File: src/rtl/piso_pkg.sv
// piso_pkg: shared definitions for the parallel-in/serial-out serializer.
//   state_t             - FSM state encoding (IDLE / SHIFT / GUARD)
//   PISO_WIDTH_DEFAULT  - default word width
//   cnt_bits()          - width of a counter that must reach the value 'width'
package piso_pkg;

  typedef enum logic [1:0] {
    ST_IDLE  = 2'd0,
    ST_SHIFT = 2'd1,
    ST_GUARD = 2'd2
  } state_t;

  localparam int PISO_WIDTH_DEFAULT = 4;

  // The bit counter runs 1..width, so it must be able to hold 'width' itself.
  function automatic int cnt_bits(input int width);
    return $clog2(width + 1);
  endfunction

endpackage

File: src/rtl/piso_hold_reg.sv
// piso_hold_reg: one-entry input buffer with pass-through ready.
//   i_clk, i_rst_n : clock, asynchronous active-low reset
//   i_data/i_valid : offered parallel word
//   i_load         : consumer takes o_data on this edge
//   o_ready        : a word can be accepted on this edge
//   o_full/o_data  : buffer occupancy and contents
module piso_hold_reg
  import piso_pkg::*;
#(
  parameter int WIDTH = PISO_WIDTH_DEFAULT
) (
  input  logic             i_clk,
  input  logic             i_rst_n,
  input  logic [WIDTH-1:0] i_data,
  input  logic             i_valid,
  input  logic             i_load,
  output logic             o_ready,
  output logic             o_full,
  output logic [WIDTH-1:0] o_data
);

  logic             r_full;
  logic [WIDTH-1:0] r_data;
  logic             w_accept;

  // Ready also when the entry is being drained this edge, so a new word can
  // replace the departing one without a bubble.
  always_comb begin
    o_ready  = !r_full || i_load;
    w_accept = i_valid && o_ready;
  end

  // Buffer occupancy and contents; a same-edge accept wins over the drain.
  always_ff @(posedge i_clk or negedge i_rst_n) begin
    if (!i_rst_n) begin
      r_full <= 1'b0;
      r_data <= '0;
    end else if (w_accept) begin
      r_full <= 1'b1;
      r_data <= i_data;
    end else if (i_load) begin
      r_full <= 1'b0;
    end else begin
      r_full <= r_full;
    end
  end

  assign o_full = r_full;
  assign o_data = r_data;

endmodule

File: src/rtl/piso_serializer.sv
// piso_serializer: parallel-in/serial-out stage with valid/ready input.
//   Clk, Rst_n          : clock, asynchronous active-low reset
//   Din_par/Din_valid   : parallel word offered
//   Din_ready           : word accepted on an edge with Din_valid && Din_ready
//   Dout/Dout_valid     : registered serial bit and its qualifier
//   Frame_done          : one-cycle pulse in the cycle after a word's last bit
//   Busy                : FSM not idle
module piso_serializer
  import piso_pkg::*;
#(
  parameter int WIDTH     = PISO_WIDTH_DEFAULT,
  parameter bit LSB_FIRST = 1'b1,
  parameter int GAP       = 0
) (
  input  logic             Clk,
  input  logic             Rst_n,
  input  logic [WIDTH-1:0] Din_par,
  input  logic             Din_valid,
  output logic             Din_ready,
  output logic             Dout,
  output logic             Dout_valid,
  output logic             Frame_done,
  output logic             Busy
);

  localparam int               CNT_W    = cnt_bits(WIDTH);
  localparam logic [CNT_W-1:0] CNT_LAST = CNT_W'(WIDTH);
  localparam logic [CNT_W-1:0] CNT_ONE  = CNT_W'(1);
  localparam logic [3:0]       GAP_LOAD = 4'(GAP);

  state_t           r_state, w_state_nxt;
  logic [WIDTH-1:0] r_shreg, w_shreg_nxt;
  logic [CNT_W-1:0] r_cnt, w_cnt_nxt;
  logic [3:0]       r_gap_cnt, w_gap_cnt_nxt;
  logic             r_dout, w_dout_nxt;
  logic             r_dout_valid, w_dout_valid_nxt;
  logic             r_frame_done, w_frame_done_nxt;
  logic             r_busy;
  logic             w_load;
  logic             w_hold_full;
  logic [WIDTH-1:0] w_hold_data;

  // Bit that goes out first from a word in transmit order.
  function automatic logic first_bit(input logic [WIDTH-1:0] w);
    return LSB_FIRST ? w[0] : w[WIDTH-1];
  endfunction

  // Move the next bit into the first-bit position.
  function automatic logic [WIDTH-1:0] advance(input logic [WIDTH-1:0] w);
    return LSB_FIRST ? {1'b0, w[WIDTH-1:1]} : {w[WIDTH-2:0], 1'b0};
  endfunction

  piso_hold_reg #(
    .WIDTH (WIDTH)
  ) u_hold (
    .i_clk   (Clk),
    .i_rst_n (Rst_n),
    .i_data  (Din_par),
    .i_valid (Din_valid),
    .i_load  (w_load),
    .o_ready (Din_ready),
    .o_full  (w_hold_full),
    .o_data  (w_hold_data)
  );

  // Next-state, datapath and load decision.
  always_comb begin
    w_state_nxt      = r_state;
    w_shreg_nxt      = r_shreg;
    w_cnt_nxt        = r_cnt;
    w_gap_cnt_nxt    = r_gap_cnt;
    w_dout_nxt       = 1'b0;
    w_dout_valid_nxt = 1'b0;
    w_frame_done_nxt = 1'b0;
    w_load           = 1'b0;

    case (r_state)
      ST_IDLE: begin
        w_load = w_hold_full;
      end
      ST_SHIFT: begin
        if (r_cnt < CNT_LAST) begin
          w_dout_nxt       = first_bit(r_shreg);
          w_dout_valid_nxt = 1'b1;
          w_shreg_nxt      = advance(r_shreg);
          w_cnt_nxt        = r_cnt + CNT_ONE;
        end else begin
          // Last bit is on Dout: the word is complete at this edge.
          w_frame_done_nxt = 1'b1;
          if (GAP > 0) begin
            w_state_nxt   = ST_GUARD;
            w_gap_cnt_nxt = GAP_LOAD;
          end else if (w_hold_full) begin
            w_load = 1'b1;
          end else begin
            w_state_nxt = ST_IDLE;
          end
        end
      end
      ST_GUARD: begin
        w_gap_cnt_nxt = r_gap_cnt - 4'd1;
        if (r_gap_cnt <= 4'd1) begin
          if (w_hold_full) begin
            w_load = 1'b1;
          end else begin
            w_state_nxt = ST_IDLE;
          end
        end else begin
          w_state_nxt = ST_GUARD;
        end
      end
      default: begin
        w_state_nxt = ST_IDLE;
      end
    endcase

    // A load overrides whatever the state branch chose.
    w_state_nxt      = w_load ? ST_SHIFT                 : w_state_nxt;
    w_dout_nxt       = w_load ? first_bit(w_hold_data)   : w_dout_nxt;
    w_dout_valid_nxt = w_load ? 1'b1                     : w_dout_valid_nxt;
    w_shreg_nxt      = w_load ? advance(w_hold_data)     : w_shreg_nxt;
    w_cnt_nxt        = w_load ? CNT_ONE                  : w_cnt_nxt;
  end

  // State and datapath registers.
  always_ff @(posedge Clk or negedge Rst_n) begin
    if (!Rst_n) begin
      r_state      <= ST_IDLE;
      r_shreg      <= '0;
      r_cnt        <= '0;
      r_gap_cnt    <= 4'd0;
      r_dout       <= 1'b0;
      r_dout_valid <= 1'b0;
      r_frame_done <= 1'b0;
      r_busy       <= 1'b0;
    end else begin
      r_state      <= w_state_nxt;
      r_shreg      <= w_shreg_nxt;
      r_cnt        <= w_cnt_nxt;
      r_gap_cnt    <= w_gap_cnt_nxt;
      r_dout       <= w_dout_nxt;
      r_dout_valid <= w_dout_valid_nxt;
      r_frame_done <= w_frame_done_nxt;
      r_busy       <= (w_state_nxt != ST_IDLE);
    end
  end

  assign Dout       = r_dout;
  assign Dout_valid = r_dout_valid;
  assign Frame_done = r_frame_done;
  assign Busy       = r_busy;

endmodule
File: config.mk
export PLATFORM = sky130hd
export DESIGN_NAME = piso_serializer
export DESIGN_NICKNAME = d
export VERILOG_FILES = /design/src/rtl/piso_pkg.sv /design/src/rtl/piso_hold_reg.sv /design/src/rtl/piso_serializer.sv
export SDC_FILE = /design/constraint.sdc
export NUM_CORES = 1
export LEC_CHECK = 0
export ABC_AREA = 1
export BUFFER_PORTS_ARGS = -buffer_cell sky130_fd_sc_hd__buf_2
export CAP_MARGIN = 40
export CELL_PAD_IN_SITES_DETAIL_PLACEMENT = 1
export CELL_PAD_IN_SITES_GLOBAL_PLACEMENT = 2
export CORE_MARGIN = 2
export CORE_UTILIZATION = 34
export DETAILED_ROUTE_END_ITERATION = 8
export PLACE_DENSITY = 0.75
export SLEW_MARGIN = 20
export SYNTH_ARGS = -nofsm -noshare
export SYNTH_HDL_FRONTEND = slang
export SYNTH_SLANG_ARGS = --single-unit
File: constraint.sdc
create_clock -name Clk -period 2.2 [get_ports Clk]
set_clock_uncertainty 0.1 [all_clocks]
set_input_delay 0.44 -clock Clk [delete_from_list [all_inputs] [get_ports Clk]]
set_output_delay 0.44 -clock Clk [all_outputs]
set_load 0.02 [all_outputs]
-- After elaboration in Yosys (flattened, before gate mapping)
Index checks and enable logic that the tools add are counted.
- register bits: 22
- input port bits: 7
- output and inout bits: 5
- logic and storage cells: 50
- add/sub/neg operators: 2
- magnitude comparators: 2
- eq/ne operators: 2
- multiplexer cells: 25
- reductions and logical operators: 9
- operator list (cell ; number):
    two-way mux 1 bit ; 13
    two-way mux 4 bit ; 3
    two-way mux 3 bit ; 3
    two-way mux 2 bit ; 4
    nonzero test 2 bit ; 4
    one-hot mux 2 bit (3 select lines) ; 1
    less-or-equal comparator 4 x 1 -> 1 bit (second input constant) ; 1
    subtractor 4 x 1 -> 4 bit (second input constant) ; 1
    adder 3 x 1 -> 3 bit (second input constant) ; 1
    less-than comparator 3 bit (second input constant) ; 1
    one-hot mux 1 bit (3 select lines) ; 1
    == test 2 x 1 -> 1 bit (second input constant) ; 1
    == test 2 bit (second input constant) ; 1
    logical NOT 2 bit ; 1
    AND reduction 2 bit ; 1
    logical AND 1 bit ; 1
    logical NOT 1 bit ; 1
    logical OR 1 bit ; 1

-- Longest topological paths before layout
- word-level depth: 6
- gate-level depth with buffers: 14
- depth with buffers taken out: 13

-- Hierarchy
A second synthesis with hierarchy kept.
- cells, all modules: 120
- area total of the unflattened synthesis: 1091.0 um^2
- modules (own cells, without submodules) (module ; instances ; cells each ; area an instance (um^2) ; sequential area each (um^2)):
    piso_serializer ; 1 ; 99 ; 885.8 ; 400.4
    piso_hold_reg ; 1 ; 21 ; 205.2 ; 125.1

-- Least setup slack after synthesis
Ideal clock, no wire load.
- kind: reg-to-output
- from: register r_state[0]
- to: output Din_ready
- data arrival time: 1.278 ns
- data required time: 1.660 ns
- path slack: 0.382 ns
- stages on the path, launching flop included: 8
- buffers on the path: 0
- cell sequence: dfrtp_1 -> inv_1 -> ha_1 -> o21a_1 -> nand2_1 -> nand2_2 -> nand3_2 -> nand2_2
- longest elaborated chain between the ends: 3
- elaborated cells on any way between the ends: 5
- those cells by class: eq/ne (2); mux (1); reduce/logical (2)
- RTL lines (element ; RTL line ; source):
    start, declared ; piso_serializer.sv:31 ; state_t r_state, w_state_nxt;
    start signal, assigned ; piso_serializer.sv:137 ; r_state <= w_state_nxt;
    == test 2 bit, or another cell as far along ; piso_serializer.sv:77 ; case (r_state)
    one-hot mux 1 bit (3 select lines) (*) ; piso_serializer.sv:77 ;
    logical OR 1 bit (*) ; piso_hold_reg.sv:29 ; o_ready = !r_full || i_load;
    end, declared ; piso_serializer.sv:19 ; output logic Din_ready,
Every way passes the cells marked *; elsewhere a longest branch is shown, timed or not.

-- Worst setup path after layout
- from: register r_state[1]
- to: output Din_ready
The elaborated chain is that of the path after synthesis.

==> flow_summary.json <==
{
  "setup_viol": 0,
  "seq_area_um2": 527,
  "vias": 867,
  "nFillCells": 367,
  "cp-end-kind": "output pin",
  "grt_max_degree": 22,
  "fmax_mhz": 461,
  "hpwl_um": 1610,
  "antenna_found_initial": 0,
  "ys_warn_count": 0,
  "ys_ff_latch": 21,
  "ant_nets": 0,
  "grt_usage": 0.147,
  "fin_ws_ps": 28.7,
  "drc_errors": 0,
  "cts_inserted_buffers": 3,
  "cts_buffer_depth": 2,
  "area_growth_pct": 25.1,
  "p_leak_nw": 0.721,
  "clock_sinks": 21,
  "grt_pass1_wl_um": 3840,
  "ys_types": 18,
  "dpl_cell_area_um2": 1160,
  "finalInstanceArea_um2": 1320,
  "num-nets-final": 159,
  "port_buffers": 11,
  "drive_gt1_frac": 0.326,
  "cts_root_buffer": "clkbuf_4",
  "routed_via_density": 4.90,
  "crit_fanout": 4,
  "holdWs_ps": 254,
  "clkTransAtPathRegs_ps": 120,
  "pre_cts_ws_ps": 192,
  "fp.dieW_um": 59.8,
  "synthCells": 119,
  "tightest_slew_ps": 479,
  "drt-total-wl_um": 2380,
  "clock_latency_ps": 310,
  "diodes": 0,
  "period_share": 0.987,
  "grt_pass1_vias": 853,
  "drtPass1Iterations": 3,
  "cp-start-kind": "flop",
  "ioPinCount": 12,
  "die_h_um": 59.8,
  "die_area_um2": 3570,
  "cts_max_level": 1,
  "cts_tree": "built",
  "vdd_drop_max_mv": 0.626,
  "grt_overflow": 0,
  "drv_cap": 0,
  "status": "finished clean",
  "ys_seq_area_frac": 0.497,
  "rsz0062_at_grt": "yes",
  "relSlewSlack": 0.681,
  "hold_viol_final": 0,
  "synth_nets": 133,
  "avgRoutedWirePerCell_um": 13.5,
  "min_path_type": "in -> reg",
  "start_util": 0.352,
  "fin_crit_ps": 2170,
  "avgSynthCellArea_um2": 8.88,
  "crit_type": "reg -> out",
  "multiInputGateArea_um2": 528,
  "p_per_area_nw_per_um2": 1210,
  "rows": 20,
  "core-area_um2": 3000,
  "drt_iter0_markers": 9,
  "gp_congestion": 0.827,
  "syn_area_um2": 1060,
  "drv_slew": 0,
  "critPathArrivalTime_ps": 1630,
  "critical_path_required_ps": 1660,
  "final.setup.tns_ps": 0
}
metal layers:
| layer | global-route usage | part of all wire | vias to the layer above |
|---|---|---|---|
| li1 | - | - | 426 |
| met1 | 0.190 | 0.44 | 419 |
| met2 | 0.242 | 0.50 | 15 |
| met3 | 0.0195 | 0.031 | 7 |
| met4 | 0.0667 | 0.031 | 0 |
| met5 | 0 | 0 | - |
cell families (layout without fill, tap and decap cells):
logic type,after synthesis,count (layout),share of synthesized area
adder cells (fa/ha/maj),7,7,0.0828
XOR/XNOR,3,3,0.0249
flip-flops,21,21,0.497
AO/OA/AOI/OAI,8,8,0.0473
AND/OR/NAND/NOR,65,65,0.288
buffers and inverters,15,40,0.0604
cell type report:
class / instances / area share
flip-flops and latches: 21 / 0.398
well taps: 33 / 0.0312
clock buffers: 3 / 0.0170
multi-input cells: 83 / 0.399
repair buffers: 22 / 0.111
inverters: 14 / 0.0397
clock inverters: 1 / 0.00378
where the power goes:
part	total [mW]	switching [mW]	leakage (nW)	internal, mW
Clock	0.188	0.120	0.0177	0.0679
Combinational	0.805	0.487	0.438	0.318
Sequential	0.605	0.0902	0.265	0.514
worst max-delay path, stage by stage (launching register included):
cell and delay [ps]:
dfrtp_2 440, inv_2 60, ha_1 270, o21a_1 140
nand2_2 50, nand2_2 90, nand3_4 80, nand2_4 80
buf_6 110
metrics by stage:
stage / power [mW] / instances / utilization
2_1_floorplan: 1.12 / 119 / -
3_3_place_gp: 1.29 / 164 / 0.385
3_5_place_dp: 1.31 / 164 / 0.385
4_1_cts: 1.57 / 174 / 0.416
5_1_grt: 1.75 / 177 / 0.440
6_report: 1.60 / 177 / 0.440
layout by cell type (no fill, tap or decap), types with 3 or more instances in the layout:
master    instances
buf_2            10
buf_4            10
clkbuf_4          3
dfrtp_1          20
ha_1              4
ha_4              3
inv_1             8
inv_2             6
nand2_1          37
nand2_2           6
nand2_4           4
nand3_1          11
nand4_1           3
o21ai_0           3
xor2_1            3
what timing repair did:
item                       in CTS  in global routing
hold buffers                    1                  0
setup endpoints to repair       1                  1
resized for setup               6                 15
hold endpoints to repair       21                  0
buffers inserted                5                  3
pin swaps                       1                  5
path summary, 6_finish.rpt:
path,start,to,slack [ps],depth (start not counted)
setup / recovery,r_state[1],Din_ready,30,8
hold / removal,Din_par[3],u_hold.o_data[3],250,3
hold reg to reg,r_gap_cnt[3],r_gap_cnt[3],380,1
max in group asynchronous,Rst_n,r_state[1],1140,2
min in group asynchronous,Rst_n,r_gap_cnt[1],500,2
setup reg to reg,r_state[1],r_shreg[1],300,12
registers in the layout (all words and copies together), names as in the netlist:
| register | cells |
|---|---|
| r_gap_cnt | 4 |
| u_hold.o_full | 1 |
| Dout_valid | 1 |
| r_state | 2 |
| u_hold.o_data | 4 |
| r_cnt | 3 |
| Dout | 1 |
| Busy | 1 |
| r_shreg | 3 |
| Frame_done | 1 |
cells in the mapped netlist, drive strengths merged:
cell type / count / area (µm²)
xor2: 3 / 26.3
ha: 7 / 87.6
nand4: 3 / 18.8
a21oi: 3 / 18.8
nor4: 1 / 6.26
inv: 14 / 52.6
nor2: 2 / 7.51
o21a: 1 / 7.51
nand3: 12 / 65.1
dfrtp: 21 / 526
nand2: 47 / 206
o21ai: 3 / 15.0
buf: 1 / 11.3
a211o: 1 / 8.76
Note: power is estimated with default switching activity, not from simulation.
